--- src/rtl/cpu_pkg.sv ---
// cpu_pkg: shared widths, PC command codes and fetch state encodings
package cpu_pkg;
    localparam int ADDR_W = 16;
    localparam int DATA_W = 16;
    localparam logic [1:0] PC_HOLD   = 2'b00;
    localparam logic [1:0] PC_INC    = 2'b01;
    localparam logic [1:0] PC_JUMP   = 2'b10;
    localparam logic [1:0] PC_BRANCH = 2'b11;
    typedef enum logic [1:0] {ST_IDLE, ST_WAIT, ST_FAULT} fetch_state_t;
endpackage

--- src/rtl/pc_next_calc.sv ---
// pc_next_calc: combinational next-PC selection and JAL link value
import cpu_pkg::*;
module pc_next_calc #(
    parameter int ADDR_W = cpu_pkg::ADDR_W
) (
    input  logic [ADDR_W-1:0] pc,
    input  logic [1:0]        pcEn,
    input  logic [ADDR_W-1:0] jump_target,
    input  logic [7:0]        branch_disp,
    output logic [ADDR_W-1:0] next_pc,
    output logic [ADDR_W-1:0] link_pc
);
    logic [ADDR_W-1:0] disp_ext;
    always_comb begin
        disp_ext = {{(ADDR_W-8){branch_disp[7]}}, branch_disp};
        link_pc  = pc + 1'b1;
        next_pc  = pcEn == PC_INC    ? link_pc :
                   pcEn == PC_JUMP   ? jump_target :
                   pcEn == PC_BRANCH ? pc + disp_ext : pc;
    end
endmodule

--- src/rtl/fetch_unit.sv ---
// fetch_unit: owns PC and IR, applies PC commands and runs the
// handshaked instruction-memory read with a timeout fault
import cpu_pkg::*;
module fetch_unit #(
    parameter int                ADDR_W   = cpu_pkg::ADDR_W,
    parameter int                DATA_W   = cpu_pkg::DATA_W,
    parameter logic [ADDR_W-1:0] RESET_PC = '0,
    parameter int                MAX_WAIT = 15
) (
    input  logic              clk,
    input  logic              reset,
    input  logic              fetch_req,
    input  logic [1:0]        pcEn,
    input  logic [ADDR_W-1:0] jump_target,
    input  logic [7:0]        branch_disp,
    output logic [ADDR_W-1:0] mem_addr,
    output logic              mem_rd,
    input  logic [DATA_W-1:0] mem_rdata,
    input  logic              mem_ack,
    output logic [DATA_W-1:0] instruction,
    output logic [ADDR_W-1:0] pc,
    output logic [ADDR_W-1:0] link_pc,
    output logic              inst_valid,
    output logic              fetch_err
);
    localparam logic [7:0] LAST_WAIT = 8'(MAX_WAIT - 1);
    fetch_state_t      state, state_n;
    logic [7:0]        wait_cnt;
    logic              pending, go, issue, timeout;
    logic [ADDR_W-1:0] next_pc;

    pc_next_calc #(.ADDR_W(ADDR_W)) u_pc_next (
        .pc(pc), .pcEn(pcEn), .jump_target(jump_target),
        .branch_disp(branch_disp), .next_pc(next_pc), .link_pc(link_pc)
    );

    always_ff @(posedge clk or negedge reset)
        if (!reset) state <= ST_IDLE;
        else        state <= state_n;

    always_comb begin
        go      = fetch_req | pending;
        issue   = state == ST_IDLE && go && pcEn == PC_HOLD;
        timeout = state == ST_WAIT && !mem_ack && wait_cnt == LAST_WAIT;
        state_n = issue                        ? ST_WAIT :
                  state == ST_WAIT && mem_ack  ? ST_IDLE :
                  timeout                      ? ST_FAULT : state;
    end

    // A PC command in the same cycle as a request wins; the request is deferred via pending
    always_ff @(posedge clk or negedge reset) begin
        if (!reset) begin
            pc          <= RESET_PC;
            instruction <= '0;
            mem_addr    <= '0;
            mem_rd      <= 1'b0;
            inst_valid  <= 1'b0;
            fetch_err   <= 1'b0;
            pending     <= 1'b0;
            wait_cnt    <= '0;
        end else if (state == ST_IDLE) begin
            if (pcEn != PC_HOLD) begin
                pc <= next_pc;
                if (go) pending <= 1'b1;
            end else if (go) begin
                mem_addr   <= pc;
                mem_rd     <= 1'b1;
                inst_valid <= 1'b0;
                wait_cnt   <= '0;
            end
        end else if (state == ST_WAIT) begin
            if (mem_ack) begin
                instruction <= mem_rdata;
                mem_rd      <= 1'b0;
                inst_valid  <= 1'b1;
                pending     <= 1'b0;
            end else begin
                wait_cnt <= wait_cnt + 1'b1;
                if (timeout) begin
                    mem_rd    <= 1'b0;
                    fetch_err <= 1'b1;
                end
            end
        end
    end
endmodule
--- config.mk ---
export PLATFORM = sky130hd
export DESIGN_NAME = fetch_unit
export DESIGN_NICKNAME = d
export VERILOG_FILES = /design/src/rtl/cpu_pkg.sv /design/src/rtl/pc_next_calc.sv /design/src/rtl/fetch_unit.sv
export SDC_FILE = /design/constraint.sdc
export NUM_CORES = 1
export LEC_CHECK = 0
export BUFFER_PORTS_ARGS = -buffer_cell sky130_fd_sc_hd__buf_2
export CAP_MARGIN = 20
export CORE_MARGIN = 2
export CORE_UTILIZATION = 35
export DETAILED_ROUTE_END_ITERATION = 10
export GPL_TIMING_DRIVEN = 0
export SLEW_MARGIN = 20
export SYNTH_ARGS = -nofsm -noshare
export SYNTH_HDL_FRONTEND = slang
export SYNTH_SLANG_ARGS = --single-unit
--- constraint.sdc ---
create_clock -name clk -period 2.5 [get_ports clk]
set_clock_uncertainty 0.1 [all_clocks]
set_input_delay 0.25 -clock clk [delete_from_list [all_inputs] [get_ports clk]]
set_output_delay 0.25 -clock clk [all_outputs]
set_load 0.005 [all_outputs]
Yosys cells after proc, flatten, opt, wreduce, memory -nomap -nowiden
Index checks and enable logic that the tools add are counted.
{"block": "op_classes", "shift": 0, "n_addsub": 3, "n_eq_ne": 9, "n_bitwise": 4, "n_mul": 0, "div": 0, "muxes": 26, "reduce_logical": 22, "n_lt_le_gt_ge": 0}
{"operator": "$mux W16", "n": 3}
{"operator": "$mux W8", "n": 5}
{"operator": "$reduce_and A4 Y1", "n": 5}
{"operator": "$add A16 B1 Y16 const B", "n": 1}
{"operator": "$add A16 B16 Y16", "n": 1}
{"operator": "$mux W1", "n": 15}
{"operator": "$reduce_and A3 Y1", "n": 3}
{"operator": "$reduce_bool A3 Y1", "n": 3}
{"operator": "$add A8 B1 Y8 const B", "n": 1}
{"operator": "$eq A8 B4 Y1 const B", "n": 1}
{"operator": "$mux W2", "n": 3}
{"operator": "$reduce_bool A2 Y1", "n": 3}
{"operator": "$logic_and A1 B1 Y1", "n": 5}
{"operator": "$eq A2 B1 Y1 const B", "n": 2}
{"operator": "$eq A2 B2 Y1 const B", "n": 2}
{"operator": "$logic_not A2 Y1", "n": 2}
{"operator": "$ne A2 B1 Y1 const B", "n": 2}
{"operator": "$ne A2 B2 Y1 const B", "n": 2}
{"operator": "$not A1 Y1", "n": 3}
{"operator": "$logic_not A1 Y1", "n": 1}
{"operator": "$or A1 B1 Y1", "n": 1}
{"block": "totals", "output_inout_bits": 67, "mem_bits_ro": 0, "latchBits": 0, "in_bits": 46, "register_bits": 62, "mem_count": 0, "ramBits": 0}

Logic depth before layout (Yosys ltp)
{"block": "depth", "ltp_word": 7, "depth_mapped": 8, "mapped_depth_nobuf": 8}

By module
From an unflattened synthesis, not the netlist that was laid out.
{"block": "hier_totals", "hier_cells": 396, "area_unflattened_um2": 4124.0}
{"module": "fetch_unit", "area_each_um2": 2585.0, "cells_each": 178, "seq_area_each_um2": 1551.5, "instances": 1}
{"module": "pc_next_calc", "area_each_um2": 1539.0, "cells_each": 218, "seq_area_each_um2": 0.0, "instances": 1}

Least setup slack after synthesis
OpenSTA, ideal clock, no wires.
{"block": "synth_timing", "path_kind": "register -> register", "start": "register pc[0]", "end": "register pc[14]", "path_slack_ns": 0.053, "arrival_ns": 2.211, "stages_incl_launch_ff": 9, "t_required_ns": 2.264, "synth_period_minus_slack_ns": 2.447, "n_path_buf": 0, "path_cell_list": "dfrtp_1 ha_1 fa_1 a21o_1 a21boi_2 a2bb2oi_2 o21bai_1 a2111oi_0 nor3_1"}
{"block": "synth_between", "elab_chain_cells": 4, "word_cells_on_any_way": 5, "classes_between": "2 x add/sub; 3 x mux"}
{"element": "start, declared", "line_no": "fetch_unit.sv:21", "rtl": "output logic [ADDR_W-1:0] pc,"}
{"element": "start signal, assigned", "line_no": "fetch_unit.sv:63", "rtl": "pc <= next_pc;"}
{"element": "$add A16 B16 Y16", "line_no": "pc_next_calc.sv:19", "rtl": "pcEn == PC_BRANCH ? pc + disp_ext : pc;"}
{"element": "$mux W16", "line_no": "pc_next_calc.sv:19"}
{"element": "$mux W16", "line_no": "pc_next_calc.sv:18", "rtl": "pcEn == PC_JUMP ? jump_target :"}
{"element": "$mux W16 *", "line_no": "pc_next_calc.sv:17", "rtl": "next_pc = pcEn == PC_INC ? link_pc :"}
Mark *: on every way between the ends. The rest lies on a longest branch, timed or not. The select of a mux whose other input is x is not followed.
A chain may end at the register's enable or synchronous reset.

Worst setup path after layout
{"block": "layout_timing", "start": "register pc[5]", "end": "output link_pc[9]"}
{"block": "layout_between", "elab_chain_cells": 1}
{"element": "$add A16 B1 Y16", "line_no": "pc_next_calc.sv:16", "rtl": "link_pc = pc + 1'b1;"}
{"element": "end, declared", "line_no": "fetch_unit.sv:22", "rtl": "output logic [ADDR_W-1:0] link_pc,"}
Every way passes these cells.

==> metrics.log <==
INFO  metric synth-seq-area-share = 0.396
INFO  metric power_spent_charging_and_discharging_nets = ~630 uW
INFO  metric end_kind = output port
INFO  metric drt.antenna.violating_nets = 0
INFO  metric finalHoldViolCount = 0
INFO  metric timing_worst_slew_pin_value = 0.825 ns
INFO  metric worstPathRequired = 2.15 ns
INFO  metric synth_cell_types = 61
INFO  metric chipHeight = 110 um
INFO  metric hold_slack = 0.0378 ns
INFO  metric synth_edf_count = 0
INFO  metric antenna_found_initial = 0
INFO  metric post_dp_cell_area = between 0.004 and 0.005 mm^2
INFO  metric route.vias.total = 3702
INFO  metric final-setup-viol-count = 0
INFO  metric timing_worst_setup_path_type = reg -> out
INFO  metric postSynthCellCount = 410
INFO  metric yosysTopAreaCellShare = 0.396
INFO  metric clock_latency = 0.35 ns
INFO  metric std_cell_rows = 38
INFO  metric finish.net_count = 604
INFO  metric worst-path-max-fanout = 7
INFO  metric synth_warnings = 0
INFO  metric route.detailed.vias_per_inst = between 5 and 6
INFO  metric timing.final.max_slew_violations = 0
INFO  metric grt_max_degree = 40
INFO  metric maxCapViolations = 0
INFO  metric mappedNetlistArea = 0.00392 mm^2
INFO  metric yosys_most_used_dff = sky130_fd_sc_hd__dfrtp_1
INFO  metric cts_inserted_buffers = 9
INFO  metric timing.final.crit_share = 0.967
INFO  metric run_status = finished, final reports clean
INFO  metric power.sequential.fraction = 0.453
INFO  metric synth.ff_latch_count = 62
INFO  metric static-leakage-power = 2.53 nW
INFO  metric cts_buffer_depth = 2
INFO  metric kind_of_start_point_of_the_critical_path = flop
INFO  metric setup_repair_after_global_routing_missed_its_margin = yes
INFO  metric hpwlAfterDp = 8.61 mm
INFO  metric path_clk_slew = 0.08 ns
INFO  metric standard_cell_core_area = 0.0109 mm^2
INFO  metric remaining_drc_errors = 0
INFO  metric switching_share = 0.274
INFO  metric cts_tree = yes
INFO  metric antenna-diode-count = 0
INFO  metric worst_hold_path_type = in -> reg
INFO  metric finalWeightedCongestion = 0.913
INFO  metric clk_root_buffer_cell = sky130_fd_sc_hd__clkbuf_8
INFO  metric die_width = about 110 um
INFO  metric p_comb_frac = 0.143
INFO  metric power.clock.fraction = 0.404
INFO  metric postLayoutSetupSlackWorst = just over 0.08 ns
INFO  metric cp.arrival = 2.07 ns
INFO  metric finalWirelength = 11.6 mm
INFO  metric ys_async_sr_fraction = 1.00
INFO  metric finalWorstPathRequiredPeriod = around 2.4 ns
INFO  metric grt_pass1_wl = between 15 and 20 mm
INFO  metric timing.fmax = 0.413 GHz
INFO  metric drive_above_1_share = 0.371
INFO  metric post_synth.cell_area_avg = 9.55 um^2
INFO  metric placement.io_buffers = 110
INFO  metric final_global_route_overflow_total = 0
INFO  metric initial_core_util = 0.360
INFO  metric synth_area_leaders = sky130_fd_sc_hd__dfrtp_1, sky130_fd_sc_hd__mux2_2, sky130_fd_sc_hd__ha_1
INFO  metric synthDominantAreaCellType = sky130_fd_sc_hd__dfrtp_1
INFO  metric fin_area = 0.00501 mm^2
INFO  metric grt_pass1_vias = 3540
INFO  metric cts_num_sinks = 62
INFO  metric vdd.ir_drop.worst = 0.240 mV
INFO  metric drt-pass1-iter-count = 5
INFO  metric synth_fp_nets = 475
INFO  metric die_area = 0.0120 mm^2
INFO  metric area.growth.synth_to_final = 28.1%
INFO  metric dr.first_iter.drc_count = 175
INFO  metric htree_num_levels = 3
INFO  metric route.detailed.wl_per_inst = 17.0 um
INFO  metric grt_usage = 0.195
INFO  metric internal_power = 1.67 mW
INFO  metric pwr_density = 457 mW/mm^2
INFO  metric dpl_worst_slack = -0.296 ns
INFO  metric slew_headroom = 0.448
INFO  metric floorplan.io_pins = 113
area by class of cell:
class,instances,area (um^2)
Buffer,15,73.8
Tap cell,140,175
Clock inverter,5,57.6
Fill cell,1064,5870
Clock buffer,11,151
Multi-Input combinational cell,323,2330
Sequential cell,62,1560
Timing Repair Buffer,118,628
Inverter,10,37.5
cell usage in the layout, fill, tap and decap left out, drive strengths merged, types with 4 or more instances in the layout:
master,Yosys,layout
buf,9,126
dfrtp,62,62
nand2,42,42
nor2,39,39
a21oi,34,34
mux2,32,32
o21ai,27,27
xor2,20,20
ha,18,18
clkbuf,6,17
xnor2,12,12
nand3,12,12
inv,9,9
nor3,9,9
a21o,7,7
a31oi,7,7
o22ai,6,6
and3,5,5
nand4,5,5
o211ai,4,4
a211oi,4,4
a21boi,4,4
power groups by stage:
stage	combinational, mW	clock (mW)	sequential, mW
floorplan	0.180	0	1.05
global placement	0.296	0	1.06
detailed placement	0.308	0	1.06
CTS	0.317	0.948	1.04
global route	0.362	0.995	1.04
finish	0.328	0.927	1.04
what timing repair did:
action,4_1_cts,5_1_grt
hold buffers,1,0
hold endpoints to repair,23,0
pin swaps,3,8
setup endpoints to repair,4,11
resized for setup,5,15
setup buffers,3,3
path summary, 6_finish.rpt:
check                                           start                         end  slack (ns)  depth (start not counted)
worst min register to register  fetch_err$_DFFE_PN0P_       fetch_err$_DFFE_PN0P_        0.37                          1
worst max-delay path                pc[5]$_DFFE_PN0P_                  link_pc[9]        0.08                          5
worst min-delay path                     mem_rdata[6]  instruction[6]$_DFFE_PN0P_        0.04                          2
min in group asynchronous                       reset  instruction[9]$_DFFE_PN0P_        0.25                          2
worst max register to register      pc[0]$_DFFE_PN0P_          pc[14]$_DFFE_PN0P_        0.10                          8
max in group asynchronous                       reset          pc[15]$_DFFE_PN0P_        1.54                          3
metrics by stage:
step | util | TNS, ns | instances | power, mW
after global placement | 0.426 | -0.259 | 660 | 1.35
after floorplan | - | 0 | 410 | 1.23
after global routing | 0.460 | -0.0490 | 684 | 2.40
final | 0.460 | 0 | 684 | 2.29
after CTS | 0.452 | 0 | 681 | 2.30
after detailed placement | 0.428 | -0.418 | 661 | 1.36
Yosys cell counts (2+ instances only):
library cell	count
sky130_fd_sc_hd__o211ai_1	4
sky130_fd_sc_hd__nand2_1	41
sky130_fd_sc_hd__a31o_1	2
sky130_fd_sc_hd__a2111oi_0	2
sky130_fd_sc_hd__o21ai_1	5
sky130_fd_sc_hd__nand3_1	11
sky130_fd_sc_hd__o21ai_0	22
sky130_fd_sc_hd__and2_1	3
sky130_fd_sc_hd__mux2_2	32
sky130_fd_sc_hd__clkbuf_1	6
sky130_fd_sc_hd__and3_1	5
sky130_fd_sc_hd__a211oi_1	4
sky130_fd_sc_hd__a21o_1	7
sky130_fd_sc_hd__a21boi_0	2
sky130_fd_sc_hd__buf_1	2
sky130_fd_sc_hd__inv_2	2
sky130_fd_sc_hd__or4_1	2
sky130_fd_sc_hd__a221oi_1	2
sky130_fd_sc_hd__a21oi_1	34
sky130_fd_sc_hd__buf_2	5
sky130_fd_sc_hd__nand2b_1	2
sky130_fd_sc_hd__nor2_1	38
sky130_fd_sc_hd__xor2_1	20
sky130_fd_sc_hd__ha_1	18
sky130_fd_sc_hd__nand4_1	4
sky130_fd_sc_hd__a31oi_1	7
sky130_fd_sc_hd__o31ai_1	2
sky130_fd_sc_hd__o22ai_1	6
sky130_fd_sc_hd__nor3_1	8
sky130_fd_sc_hd__o21bai_1	2
sky130_fd_sc_hd__inv_1	7
sky130_fd_sc_hd__dfrtp_1	62
sky130_fd_sc_hd__xnor2_1	12
sky130_fd_sc_hd__nor4_2	2
metal layers:
layer | track usage | part of all wire
met1 | 0.275 | 0.45
met2 | 0.290 | 0.45
met3 | 0.0528 | 0.078
met4 | 0.0588 | 0.019
met5 | 0 | 0
kinds of logic (layout without fill, tap and decap cells):
group,Yosys count,after routing,synth area share
DFF,62,62,0.396
buffers and inverters,25,159,0.0284
AOI/OAI and AO/OA,111,111,0.181
muxes,33,33,0.0946
adders and majority gates,19,19,0.0626
and+or+nand+nor,128,128,0.166
xor gates and xnor gates,32,32,0.0716
sequential cells by signal (all words and copies together), names as in the netlist, 2 cells and up:
name / cells
instruction: 16
mem_addr: 16
pc: 16
wait_cnt: 8
state: 2
critical path: stages, from the launching register on:
cell,delay (ns)
sky130_fd_sc_hd__dfrtp_1,0.60
sky130_fd_sc_hd__nand4_4,0.30
sky130_fd_sc_hd__nor2_1,0.28
sky130_fd_sc_hd__and3_1,0.27
sky130_fd_sc_hd__xor2_1,0.14
sky130_fd_sc_hd__buf_2,0.12
No activity file was read; power rests on OpenSTA's default activity.
